File: src/rtl/avl_shim_elastic.sv
// Elastic FWFT beat FIFO between a NoC depacketizer with ready latency and a same-cycle-ready sink.
// Backpressure is registered; beats that arrive with the FIFO full and no pop are dropped and flagged.
module avl_shim_elastic #(
  parameter int AVL_DATA_WIDTH = 512,
  parameter int WIDTH_PKT      = AVL_DATA_WIDTH + 1 + 1 + 32,
  parameter int NUM_LANES      = 4,
  parameter int DEPTH          = 8,
  parameter int READY_LATENCY  = 2
) (
  input  logic                       clk,
  input  logic                       rst,
  input  logic [WIDTH_PKT-1:0]       noc_data_in,
  input  logic [NUM_LANES-1:0]       noc_valid_in,
  input  logic [NUM_LANES-1:0]       noc_sop_in,
  input  logic [NUM_LANES-1:0]       noc_eop_in,
  output logic                       noc_ready_out,
  output logic [WIDTH_PKT-1:0]       noc_data_out,
  output logic [NUM_LANES-1:0]       noc_valid_out,
  output logic [NUM_LANES-1:0]       noc_sop_out,
  output logic [NUM_LANES-1:0]       noc_eop_out,
  input  logic                       noc_ready_in,
  output logic [$clog2(DEPTH+1)-1:0] fill_level,
  output logic                       overflow_err
);

  localparam int CW = $clog2(DEPTH + 1);
  localparam int PW = (DEPTH > 1) ? $clog2(DEPTH) : 1;
  localparam int NL = NUM_LANES;
  localparam int EW = WIDTH_PKT + 3 * NL;
  localparam logic [CW-1:0] FULL   = CW'(DEPTH);
  localparam logic [CW-1:0] THRESH = CW'(DEPTH - READY_LATENCY - 1);
  localparam logic [PW-1:0] LAST   = PW'(DEPTH - 1);

  generate
    if ((READY_LATENCY < 0) || (DEPTH < READY_LATENCY + 1)) begin : g_bad_cfg
      $error("avl_shim_elastic: DEPTH must be at least READY_LATENCY+1");
    end
  endgenerate

  logic [EW-1:0] mem_q [DEPTH];
  logic [PW-1:0] wr_ptr_q, wr_ptr_d;
  logic [PW-1:0] rd_ptr_q, rd_ptr_d;
  logic [CW-1:0] count_q, count_d;
  logic          ready_q, ready_d;
  logic          ovf_q, ovf_d;
  logic          push, pop, push_ok;
  logic [EW-1:0] head;

  always_comb begin
    push     = |noc_valid_in;
    pop      = (count_q != '0) && noc_ready_in;
    // A full FIFO can still take a beat when the head leaves in the same cycle.
    push_ok  = push && ((count_q != FULL) || pop);
    wr_ptr_d = wr_ptr_q;
    rd_ptr_d = rd_ptr_q;
    count_d  = count_q;
    if (push_ok) wr_ptr_d = (wr_ptr_q == LAST) ? '0 : wr_ptr_q + PW'(1);
    if (pop)     rd_ptr_d = (rd_ptr_q == LAST) ? '0 : rd_ptr_q + PW'(1);
    case ({push_ok, pop})
      2'b10:   count_d = count_q + CW'(1);
      2'b01:   count_d = count_q - CW'(1);
      default: count_d = count_q;
    endcase
    ovf_d   = ovf_q | (push & ~push_ok);
    // Leave READY_LATENCY+1 free slots for beats already in flight.
    ready_d = (count_d <= THRESH);
  end

  always_ff @(posedge clk) begin
    if (rst) begin
      wr_ptr_q <= '0;
      rd_ptr_q <= '0;
      count_q  <= '0;
      ready_q  <= 1'b0;
      ovf_q    <= 1'b0;
    end else begin
      wr_ptr_q <= wr_ptr_d;
      rd_ptr_q <= rd_ptr_d;
      count_q  <= count_d;
      ready_q  <= ready_d;
      ovf_q    <= ovf_d;
    end
  end

  always_ff @(posedge clk) begin
    if (!rst && push_ok) mem_q[wr_ptr_q] <= {noc_data_in, noc_valid_in, noc_sop_in, noc_eop_in};
  end

  always_comb begin
    head          = mem_q[rd_ptr_q];
    noc_data_out  = head[EW-1 -: WIDTH_PKT];
    noc_valid_out = (count_q != '0) ? head[3*NL-1 -: NL] : '0;
    noc_sop_out   = head[2*NL-1 -: NL];
    noc_eop_out   = head[NL-1:0];
  end

  assign noc_ready_out = ready_q;
  assign fill_level    = count_q;
  assign overflow_err  = ovf_q;

endmodule

File: config.mk
export PLATFORM = sky130hd
export DESIGN_NAME = avl_shim_elastic
export DESIGN_NICKNAME = d
export VERILOG_FILES = /design/src/rtl/avl_shim_elastic.sv
export SDC_FILE = /design/constraint.sdc
export NUM_CORES = 2
export LEC_CHECK = 0
export BUFFER_PORTS_ARGS = -buffer_cell sky130_fd_sc_hd__buf_2
export CAP_MARGIN = 20
export CORE_ASPECT_RATIO = 0.5
export CORE_MARGIN = 1
export CORE_UTILIZATION = 31
export DETAILED_ROUTE_END_ITERATION = 8
export GPL_TIMING_DRIVEN = 0
export PLACE_DENSITY_LB_ADDON = 0.1
export SYNTH_ARGS = -nofsm -noshare
export SYNTH_HDL_FRONTEND = slang
export SYNTH_MEMORY_MAX_BITS = 65536
export SYNTH_SLANG_ARGS = --single-unit
export TNS_END_PERCENT = 10
File: constraint.sdc
create_clock -name clk -period 55.5 [get_ports clk]
set_clock_uncertainty 0.05 [all_clocks]
set_input_delay 2.775 -clock clk [delete_from_list [all_inputs] [get_ports clk]]
set_output_delay 2.775 -clock clk [all_outputs]
set_load 0.02 [all_outputs]
==> reports/metrics.yaml <==
run_status:
  status: "finished clean"
floorplan:
  io-pin-count: 1125
  num_rows: 190
  core_region_area_sq_mm: 0.537
  die_h_um: 522
  die_x_um: 1040
  die_area_sq_mm: 0.544
  initial_core_util: 0.312
yosys:
  synth_ff_type: "edfxtp_1"
  ys_ff_latch: 4479
  netlist_top_cells_area: "edfxtp_1, mux4_2, mux2_2, buf_2, clkbuf_1"
  synth_edf_count: 4464
  ys_warn_count: 0
  synth_top_area_frac: 0.800
  yosysTopAreaCell: "edfxtp_1"
  syn_inst: 6548
  ys_types: 38
  ys_seq_area_frac: 0.801
  synth_nets: 7116
  synthArstFlopShare: 0
  syn_area_sq_mm: 0.168
  syn_area_per_cell_sq_um: 25.6
drt:
  routed_wl_um: 478000
  drt-pass1-iter-count: 6
  drtAntennaViolNets: 0
  vias: 76604
  drc: 0
  wl_per_cell_um: 29.6
  drtIter0Drc: 5986
  drt-vias-per-instance: 4.74
cts:
  clk_latency_ns: 1.00
  cts.htree.levels: 5
  post-cts-setup-buffer-count: 0
  cts-hold-fix-buffers: 0
  clkSlewWorstSetupHoldPaths_ns: 0.06
  cts.sinks: 4479
  cts_resized: 0
  cts_made_buffers: 437
  clockBufferDepth: 5
  root_buffer: "clkbuf_16"
  cts_tree: "done"
place:
  dp.cells: 15353
  placed_cell_area_sq_mm: 0.189
  globalplace.congestion: 0.707
  pre_cts_slack_ns: 48.50
  place_hpwl_um: 333000
  placement.io_buffers: 1123
critical_path:
  crit_fanout: 11
  worstPathArrival_ns: 4.98
  path_class: "reg2out"
  start_kind: "register"
  crit_path_end_kind: "primary output"
  worstReg2RegStart: "fill_level[1]"
  worstPathRequired_ns: 52.67
flow_run:
  timing.max_cap.violations: 0
sta:
  rsz0062_at_grt: "false"
  slew_viol_final: 0
  worstMarginPinSlew_ns: 1.09
  hold_ws_ns: 0.445
  relSlewSlack: 0.276
  finalSetupTns_ns: 0
  finalCriticalPeriod_ns: 7.80
  hold_violations: 0
  fin_ws_ns: 47.70
  period_share: 0.141
  setup_violations: 0
  max_freq_mhz: 128
cells_and_area:
  num-nets-final: 9160
  drive_above_1_share: 0.449
  final_cells: 16157
  utilization: 0.378
  final_cell_area_sq_mm: 0.203
  area.growth.synth_to_final_pct: 21.0
global_routing:
  grt_max_degree: 23
  antenna_found_initial: 282
  grt_pass1_wl_um: 661000
  grt_pass1_vias: 79731
  globalRouteOverflowTotal: 0
  track_usage: 0.173
power_and_ir_drop:
  p_total_mw: 8.45
  p_leak_nw: 63.9
  power_density_mw_per_mm2: 41.7
  irDropWorstVdd_mv: 0.0263
worst_hold_path:
  hp-start: "overflow_err"
  hold_class: "reg2reg"
==> area by class of cell <==
class	instances	area, sq um
fillers	48554	334000
flip-flops and latches	4479	134000
multi-input cells	1754	32000
repair buffers	1605	12400
clock buffers	546	11500
well taps	7200	9010
clock inverters	219	2090
plain buffers	314	1360
diodes	39	97.6
inverters	1	3.75
==> per-layer routing <==
metal	GRT usage	routed length (um)
met4	0.0518	17200
met3	0.0270	16300
met1	0.210	189000
met2	0.317	255000
met5	0	157
==> cells in the mapped netlist (2+ instances only) <==
library cell and count:
edfxtp_1 4464, mux4_2 1116, mux2_2 554, clkbuf_1 153
buf_2 117, buf_1 38, nor2_1 21, dfxtp_1 15
a21oi_1 8, nand2_1 8, mux2i_1 7, nor3_1 7
ha_1 6, buf_4 5, xnor2_1 3, nand3_1 2
nand3b_1 2, or3_1 2
==> cells by family (layout without fill, tap and decap cells) <==
logic type,Yosys count,count (layout),share of synthesized area
flip-flops,4479,4479,0.801
multiplexers,1677,1677,0.188
buffers and inverters,315,2685,0.00805
AND/OR/NAND/NOR,51,51,0.00156
AO/OA/AOI/OAI,15,15,0.000634
adder cells (fa/ha/maj),7,7,0.000567
XOR/XNOR,4,4,0.000209
other,0,39,0
==> final timing paths <==
check,end,slack (ns),depth (start not counted)
min reg2reg,overflow_err,0.44,2
min,overflow_err,0.44,2
max,noc_data_out[288],47.70,7
max reg2reg,mem_q[2][135],51.13,17
==> critical path, stage by stage (launching register included) <==
cell and delay (ns):
dfxtp_1 0.30, buf_2 0.49, buf_2 0.66, buf_2 0.68, buf_1 0.82, mux4_2 0.43
mux2_2 0.31, buf_2 0.17
==> state kept, by name (all words and copies together), names as in the netlist, named ones only <==
signal         flops
rd_ptr_q           3
overflow_err       1
fill_level         4
wr_ptr_q           3
noc_ready_out      1
mem_q           4464
==> report_power, final <==
part           total [mW]  internal (mW)  leakage [nW]  switching, mW
clock network        2.93           1.64          6.62           1.29
logic                1.65          0.705          16.7          0.946
registers            3.87           3.84          40.6         0.0224
total                8.45           6.19          63.9           2.26
==> placed cells by master, fill, tap and decap left out, types with 14 or more instances in the layout <==
cell type     n
dfxtp_1      15
mux4_2     1116
buf_4        27
buf_12      106
buf_8        44
diode_2      39
clkbuf_1    239
buf_6       286
mux2_2      554
clkinv_2     66
buf_1        38
bufinv_16    38
buf_2      1240
clkbuf_2     14
nor2_1       17
edfxtp_1   4464
clkbuf_16   442
clkinv_1     90
buf_16       24
(Power assumes the default switching activity.)
